<file path="src/rtl/clk_gate_ctrl_if.sv">
// Bundle between the gate enable controller and the block that requests the
// gated clock. The master requests activity, the slave (the controller)
// reports the enable, readiness and debug state.
interface clk_gate_ctrl_if #(
    parameter int IDLE_CNT_W = 4
);
    logic                  active_req;
    logic                  busy;
    logic [IDLE_CNT_W-1:0] idle_thresh;
    logic                  test_en;
    logic                  clk_en;
    logic                  clk_ready;
    logic [1:0]            gate_state;

    modport master (
        output active_req,
        output busy,
        output idle_thresh,
        output test_en,
        input  clk_en,
        input  clk_ready,
        input  gate_state
    );

    modport slave (
        input  active_req,
        input  busy,
        input  idle_thresh,
        input  test_en,
        output clk_en,
        output clk_ready,
        output gate_state
    );
endinterface

</file>
<file path="src/rtl/clk_gate_ctrl.sv">
// Enable controller for a clock-gating cell. Wakes the gated clock on request,
// holds off readiness for WAKE_CYCLES enabled cycles, and after activity stops
// keeps the clock running for a latched idle window before gating it off.
// Everything runs on the free-running clock that also feeds the gate cell.
module clk_gate_ctrl #(
    parameter int WAKE_CYCLES = 2,
    parameter int IDLE_CNT_W  = 4
) (
    input  logic           clk,
    input  logic           rst_n,
    clk_gate_ctrl_if.slave gate_if
);

    localparam int WCNT_W = (WAKE_CYCLES > 1) ? $clog2(WAKE_CYCLES) : 1;
    localparam logic [WCNT_W-1:0]     WCNT_LAST = WCNT_W'(WAKE_CYCLES - 1);
    localparam logic [IDLE_CNT_W-1:0] ICNT_MAX  = {IDLE_CNT_W{1'b1}};

    typedef enum logic [1:0] {
        ST_OFF   = 2'b00,
        ST_WAKE  = 2'b01,
        ST_ON    = 2'b10,
        ST_DRAIN = 2'b11
    } gate_state_e;

    gate_state_e           state_r;
    gate_state_e           state_nxt_s;
    logic [WCNT_W-1:0]     wcnt_r;
    logic [WCNT_W-1:0]     wcnt_nxt_s;
    logic [IDLE_CNT_W-1:0] icnt_r;
    logic [IDLE_CNT_W-1:0] icnt_nxt_s;
    logic [IDLE_CNT_W-1:0] thr_r;
    logic [IDLE_CNT_W-1:0] thr_nxt_s;
    logic                  en_r;
    logic                  en_nxt_s;
    logic                  ready_r;
    logic                  ready_nxt_s;
    logic [1:0]            gate_state_r;
    logic                  idle_s;

    assign idle_s = !gate_if.active_req && !gate_if.busy;

    // Next-state, counter and output decode for the gating FSM.
    always_comb begin
        state_nxt_s = state_r;
        wcnt_nxt_s  = wcnt_r;
        icnt_nxt_s  = icnt_r;
        thr_nxt_s   = thr_r;
        case (state_r)
            ST_OFF: begin
                // Busy alone never wakes the clock; only a request does.
                if (gate_if.active_req) begin
                    state_nxt_s = ST_WAKE;
                    wcnt_nxt_s  = {WCNT_W{1'b0}};
                end else begin
                    state_nxt_s = ST_OFF;
                end
            end
            ST_WAKE: begin
                // Wake always runs to completion, even if the request drops.
                if (wcnt_r == WCNT_LAST) begin
                    state_nxt_s = ST_ON;
                end else begin
                    wcnt_nxt_s = wcnt_r + WCNT_W'(1);
                end
            end
            ST_ON: begin
                if (idle_s) begin
                    state_nxt_s = ST_DRAIN;
                    icnt_nxt_s  = {IDLE_CNT_W{1'b0}};
                    thr_nxt_s   = gate_if.idle_thresh;
                end else begin
                    state_nxt_s = ST_ON;
                end
            end
            ST_DRAIN: begin
                // A renewed request beats the timeout on the same edge.
                if (!idle_s) begin
                    state_nxt_s = ST_ON;
                    icnt_nxt_s  = {IDLE_CNT_W{1'b0}};
                end else if (icnt_r >= thr_r) begin
                    state_nxt_s = ST_OFF;
                end else if (icnt_r != ICNT_MAX) begin
                    icnt_nxt_s = icnt_r + IDLE_CNT_W'(1);
                end else begin
                    icnt_nxt_s = icnt_r;
                end
            end
            default: begin
                state_nxt_s = ST_OFF;
                wcnt_nxt_s  = {WCNT_W{1'b0}};
                icnt_nxt_s  = {IDLE_CNT_W{1'b0}};
            end
        endcase

        // Outputs are decoded from the next state so they come straight from flops.
        en_nxt_s    = (state_nxt_s != ST_OFF);
        ready_nxt_s = (state_nxt_s == ST_ON) || (state_nxt_s == ST_DRAIN);
    end

    // State, counters and registered outputs; reset clears all without a clock.
    always_ff @(posedge clk or negedge rst_n) begin
        if (!rst_n) begin
            state_r      <= ST_OFF;
            wcnt_r       <= {WCNT_W{1'b0}};
            icnt_r       <= {IDLE_CNT_W{1'b0}};
            thr_r        <= {IDLE_CNT_W{1'b0}};
            en_r         <= 1'b0;
            ready_r      <= 1'b0;
            gate_state_r <= 2'b00;
        end else begin
            state_r      <= state_nxt_s;
            wcnt_r       <= wcnt_nxt_s;
            icnt_r       <= icnt_nxt_s;
            thr_r        <= thr_nxt_s;
            en_r         <= en_nxt_s;
            ready_r      <= ready_nxt_s;
            gate_state_r <= state_nxt_s;
        end
    end

    // Test override is a pure OR onto the registered enable so scan can force
    // the clock on at once; FSM and status outputs ignore it.
    assign gate_if.clk_en     = en_r | gate_if.test_en;
    assign gate_if.clk_ready  = ready_r;
    assign gate_if.gate_state = gate_state_r;

endmodule

</file>
<file path="src/flat_wrapper.sv">
// flat-port wrapper written by rule: the top's interface ports become plain ports
module clk_gate_ctrl_flat 
#(
    parameter int WAKE_CYCLES = 2,
    parameter int IDLE_CNT_W  = 4
)
  (clk, rst_n, gate_if_active_req, gate_if_busy, gate_if_idle_thresh, gate_if_test_en, gate_if_clk_en, gate_if_clk_ready, gate_if_gate_state);
  clk_gate_ctrl_if #(.IDLE_CNT_W(IDLE_CNT_W)) gate_if_i ();
  input  logic clk;
  input  logic rst_n;
  input wire logic [$bits(gate_if_i.active_req)-1:0] gate_if_active_req;
  input wire logic [$bits(gate_if_i.busy)-1:0] gate_if_busy;
  input wire logic [$bits(gate_if_i.idle_thresh)-1:0] gate_if_idle_thresh;
  input wire logic [$bits(gate_if_i.test_en)-1:0] gate_if_test_en;
  output wire logic [$bits(gate_if_i.clk_en)-1:0] gate_if_clk_en;
  output wire logic [$bits(gate_if_i.clk_ready)-1:0] gate_if_clk_ready;
  output wire logic [$bits(gate_if_i.gate_state)-1:0] gate_if_gate_state;
  assign gate_if_i.active_req = gate_if_active_req;
  assign gate_if_i.busy = gate_if_busy;
  assign gate_if_i.idle_thresh = gate_if_idle_thresh;
  assign gate_if_i.test_en = gate_if_test_en;
  assign gate_if_clk_en = gate_if_i.clk_en;
  assign gate_if_clk_ready = gate_if_i.clk_ready;
  assign gate_if_gate_state = gate_if_i.gate_state;
  clk_gate_ctrl #(.WAKE_CYCLES(WAKE_CYCLES), .IDLE_CNT_W(IDLE_CNT_W)) u_core (.clk(clk), .rst_n(rst_n), .gate_if(gate_if_i));
endmodule
</file>
<file path="config.mk">
export PLATFORM = sky130hd
export DESIGN_NAME = clk_gate_ctrl_flat
export DESIGN_NICKNAME = d
export VERILOG_FILES = /design/src/rtl/clk_gate_ctrl_if.sv /design/src/rtl/clk_gate_ctrl.sv /design/src/flat_wrapper.sv
export SDC_FILE = /design/constraint.sdc
export NUM_CORES = 1
export LEC_CHECK = 0
export BUFFER_PORTS_ARGS = -buffer_cell sky130_fd_sc_hd__buf_2
export CAP_MARGIN = 25
export CORE_MARGIN = 2
export CORE_UTILIZATION = 55
export CTS_CLUSTER_SIZE = 8
export DETAILED_ROUTE_END_ITERATION = 10
export PLACE_DENSITY = 0.79
export RECOVER_POWER = 25
export SETUP_SLACK_MARGIN = 0.2
export SLEW_MARGIN = 20
export SYNTH_ARGS = -nofsm -noshare
export SYNTH_HDL_FRONTEND = slang
export SYNTH_SLANG_ARGS = --single-unit
</file>
<file path="constraint.sdc">
create_clock -name clk -period 5.11 [get_ports clk]
set_input_delay 0.2555 -clock clk [delete_from_list [all_inputs] [get_ports clk]]
set_output_delay 0.2555 -clock clk [all_outputs]
set_load 0.005 [all_outputs]
</file>
# Word-level counts from Yosys, hierarchy flattened
# Index checks and enable logic that the tools add are counted.
op_classes:
  add_sub_neg: 2
  order_cmp: 1
  eq_ne: 10
  mux: 14
  bitwise: 1
  reduce_logical: 11
ops:
  columns: ["op", "n"]
  rows:
  - ["two-way mux 4 bit", 4]
  - ["== test 2 bit (second input constant)", 4]
  - ["case mux 2 bit (4 select lines)", 1]
  - ["case mux 4 bit (2 select lines)", 1]
  - ["two-way mux 2 bit", 3]
  - ["inequality test 3 bit (second input constant)", 2]
  - ["nonzero test 2 bit", 3]
  - ["adder 4 x 1 -> 4 bit (second input constant)", 1]
  - ["greater-or-equal comparator 4 bit", 1]
  - ["two-way mux 1 bit", 4]
  - ["inequality test 4 bit (second input constant)", 1]
  - ["AND reduction 2 bit", 2]
  - ["AND reduction 4 bit", 1]
  - ["== test 2 x 1 -> 1 bit (second input constant)", 1]
  - ["logical NOT 1 bit", 2]
  - ["logical NOT 2 bit", 1]
  - ["inequality test 2 x 1 -> 1 bit (second input constant)", 1]
  - ["inequality test 2 bit (second input constant)", 1]
  - ["case mux 1 bit (2 select lines)", 1]
  - ["adder 1 bit (second input constant)", 1]
  - ["logical AND 1 bit", 1]
  - ["logical OR 1 bit", 1]
  - ["bitwise OR 1 bit", 1]
totals:
  regBits: 13
  inputBits: 9
  word_cells: 45

# Longest topological paths before layout
depth:
  depth_word: 6
  depth_mapped: 7
  ltp_nobuf: 6

# Worst setup path after synthesis
# No wires, ideal clock.
synth_timing:
  path_kind: "reg2reg"
  from: "register u_core.icnt_r[0]"
  to: "register u_core.icnt_r[2]"
  t_arrival_ns: 1.690
  required_time_ns: 5.015
  setup_slack_ns: 3.325
  path_stages_with_launch: 8
  period_less_slack_ns: 1.785
  cell_sequence: "dfrtp_1 inv_1 ha_1 nor3b_1 o21ai_1 buf_2 or4b_1 o31ai_1"
synth_between:
  elab_chain_cells: 5
  word_cells_on_any_way: 10
synth_rtl:
  columns: ["item", "line_no", "text"]
  rows:
  - ["start, declared", "clk_gate_ctrl.sv:29", "logic [IDLE_CNT_W-1:0] icnt_r;"]
  - ["start signal, assigned", "clk_gate_ctrl.sv:105", "icnt_r <= {IDLE_CNT_W{1'b0}};"]
  - ["start signal, assigned", "clk_gate_ctrl.sv:113", "icnt_r <= icnt_nxt_s;"]
  - ["adder 4 x 1 -> 4 bit", "clk_gate_ctrl.sv:83", "icnt_nxt_s = icnt_r + IDLE_CNT_W'(1);"]
  - ["two-way mux 4 bit", "clk_gate_ctrl.sv:82", "end else if (icnt_r != ICNT_MAX) begin"]
  - ["two-way mux 4 bit", "clk_gate_ctrl.sv:80", "end else if (icnt_r >= thr_r) begin"]
  - ["two-way mux 4 bit", "clk_gate_ctrl.sv:77", "if (!idle_s) begin"]
  - ["case mux 4 bit (2 select lines)", "clk_gate_ctrl.sv:48", "case (state_r)"]
# Parallel ways exist; a longest one is shown, timed or not. The select of a mux whose other input is x is not followed.
# A chain may end at the register's enable or synchronous reset.

# Worst setup path after layout
# Ends and elaborated chain as after synthesis.

==> metrics <==
Mapped Area=roughly 740 um2; Inserted Diodes=0; #FFs+latches synth=13; clk root buf=clkbuf_4; Std-Cell Rows=13; Seq/Total Area, Yosys=between 40% and 50%; Worst VDD drop=approximately 0.23 mV; clk sinks=13; relative slew slack=a little over half; Clk pin slew, worst setup/hold paths=~0.08 ns; PostCTS Resize Cnt=0; Via density=between 5 and 6; GPL Wtd Cong=roughly 0.77; Power per Cell Area=417 nW/um2; Detailed Place HPWL=between 1000 and 1500 um; commonest non-fill, non-tap cell in the layout=dfrtp_1; Syn. warnings=0; type of the worst setup path=reg -> reg; max-cap viol count=0; unrepaired setup endpoints after global routing=no; Hold Buf Count CTS=1; GR Util All Layers=21.5%; synth unique cells=27; Buffers on Ports=12; Final min period=a little under 2 ns; WHS Endpoint=u_core.thr_r[3]; cell depth of the worst hold path=3; FF-to-FF setup slack=3.15 ns; Reg-to-Reg Start=u_core.icnt_r[0]; CP Launch Type=flip-flop; Placed Cells=slightly below 100; Worst R2R End=u_core.icnt_r[2]; largest net degree at the start of global routing=16; GR met3 Demand/Resource=3.26%; Clock Skew=about 0.0043 ns; most frequent cells in the layout=13 x dfrtp_1, 11 x buf_2, 8 x o21ai_0; Max clock buf depth=2; Critical Path RT=5.29 ns; initial drt markers=7; Post-CTS Setup Repair Bufs=0; busiest grt layer=met2; Hold WC Path Type=in -> reg; GR Util met1=between 20% and 30%; R2R depth=6; Slew Viols, Final=0; DRT Wirelength=1400 um; DR pass1 iterations=4; Final period util=38.5%; worst skew pair latency=roughly 0.27 ns; critical path arrival=2.15 ns; core footprint=roughly 1300 um2; area of the multi-input gates=363 um2; worst slew pin tran=approximately 0.7 ns; first-pass GRT wire length=approximately 2300 um; Post-Syn Area per Cell=~10 um2; P_leak=around 0.37 nW; Cells after Synth=between 70 and 80; hold wc startpoint=gate_if_idle_thresh[3]; initial core utilization=about three fifths; register area=between 300 and 400 um2; CTS tree=done; htree depth=1; GR Layer Usage met2=a little over a third; Highest Clock Rate=roughly 510 MHz; IO Pins=13; wire length per cell=approximately 13 um; die height=about 41 um; Die X=just over 40 um; maximum fanout along the worst path=12; die area=1650 um2; Fill cells=111; vias in the first global route=roughly 540; total negative slack=0 ns; TritonCTS Buffers=3; syn nets=90; CP Capture Type=flip-flop; DRC viols=0; nets=about 100; DRT antenna net count=0; via count=604; Synth-to-Final Area Change=12.2%; grt ovf=0; layout cells sized above 1=21.3%; Final Hold Viols=0; final setup fails=0; Layout Cells excl Fill=around 100; initial antenna violation count=0; outcome=finished clean
worst max path at each step:
| stage | slack (ns) | from | cells past startpoint | to |
|---|---|---|---|---|
| final | 3.15 | u_core.icnt_r[0] | 6 | u_core.icnt_r[2] |
| after global routing | 2.92 | u_core.icnt_r[0] | 6 | u_core.icnt_r[0] |
| after CTS | 3.14 | u_core.icnt_r[0] | 6 | u_core.icnt_r[2] |
| after detailed placement | 3.17 | u_core.icnt_r[0] | 6 | u_core.icnt_r[2] |
| after global placement | 3.23 | u_core.icnt_r[0] | 6 | u_core.icnt_r[2] |
| after floorplan | 3.32 | u_core.icnt_r[0] | 7 | u_core.icnt_r[2] |
metrics by stage:
step	hold WS, ns	total power, W	util, %	setup WS, ns	instance area, um2
2_1_floorplan	-0.0401	0.000256	-	3.32	738
3_3_place_gp	0.151	0.000275	62.5	3.23	793
3_5_place_dp	0.154	0.000286	62.5	3.17	793
4_1_cts	0.185	0.000348	65.4	3.14	830
5_1_grt	0.189	0.000383	65.3	2.92	828
6_report	0.190	0.000346	65.3	3.15	828
synth_stat cells:
| master | instances | area [um2] |
|---|---|---|
| a21oi_1 | 2 | 10.0 |
| a31oi_1 | 3 | 18.8 |
| and3_1 | 2 | 12.5 |
| and4b_2 | 1 | 11.3 |
| buf_2 | 1 | 5.00 |
| buf_6 | 1 | 11.3 |
| clkbuf_1 | 2 | 7.51 |
| dfrtp_1 | 13 | 325 |
| ha_1 | 5 | 62.6 |
| inv_1 | 7 | 26.3 |
| mux2_2 | 1 | 11.3 |
| nand2_1 | 6 | 22.5 |
| nand2_2 | 1 | 6.26 |
| nand3_1 | 4 | 20.0 |
| nand3b_1 | 1 | 7.51 |
| nor2_1 | 3 | 11.3 |
| nor3b_1 | 1 | 7.51 |
| nor3b_4 | 1 | 18.8 |
| nor4b_1 | 1 | 8.76 |
| o211ai_1 | 3 | 22.5 |
| o21ai_0 | 8 | 40.0 |
| o21ai_1 | 1 | 5.00 |
| o311ai_0 | 2 | 17.5 |
| o31ai_1 | 1 | 7.51 |
| or2_2 | 1 | 6.26 |
| or4_1 | 2 | 15.0 |
| or4b_1 | 2 | 20.0 |
cell type report:
type / instances / share of cell area (%)
Clock buffer: 4 / 3.17
Sequential cell: 13 / 39.3
Inverter: 7 / 3.17
Tap cell: 15 / 2.27
Multi-Input combinational cell: 52 / 43.8
Timing Repair Buffer: 13 / 8.31
routing by layer:
metal	routed length, um	part of all wire, %	vias to the layer above
li1	-	-	305
met2	660	47	16
met4	25	1.8	0
met3	40	2.9	4
met1	672	48	279
met5	0	0	-
flip-flops by register name (all words and copies together) (netlist names):
| name | cells |
|---|---|
| u_core.thr_r | 4 |
| u_core.gate_if.clk_ready | 1 |
| u_core.en_r | 1 |
| u_core.state_r | 2 |
| u_core.icnt_r | 4 |
| u_core.wcnt_r | 1 |
power by group:
part / internal [W] / switching [W] / total (W)
clock network: 0.0000302 / 0.0000324 / 0.0000626
registers: 0.000135 / 0.0000289 / 0.000163
logic: 0.0000502 / 0.0000693 / 0.000120
cells by family after synthesis:
kind of cell	after synthesis	share of synthesized area, %
adder cells (fa/ha/maj)	5	8.47
buffers and inverters	11	6.78
flip-flops	13	44.1
AO/OA/AOI/OAI	20	16.4
multiplexers	1	1.53
AND/OR/NAND/NOR	26	22.7
critical path: stages, from the launching register on:
cell     delay, ns
dfrtp_1       0.42
inv_1         0.06
ha_1          0.27
nor3b_1       0.19
o21ai_1       0.27
or4b_1        0.58
o31ai_1       0.08
Power figures use the tool's default switching activity.
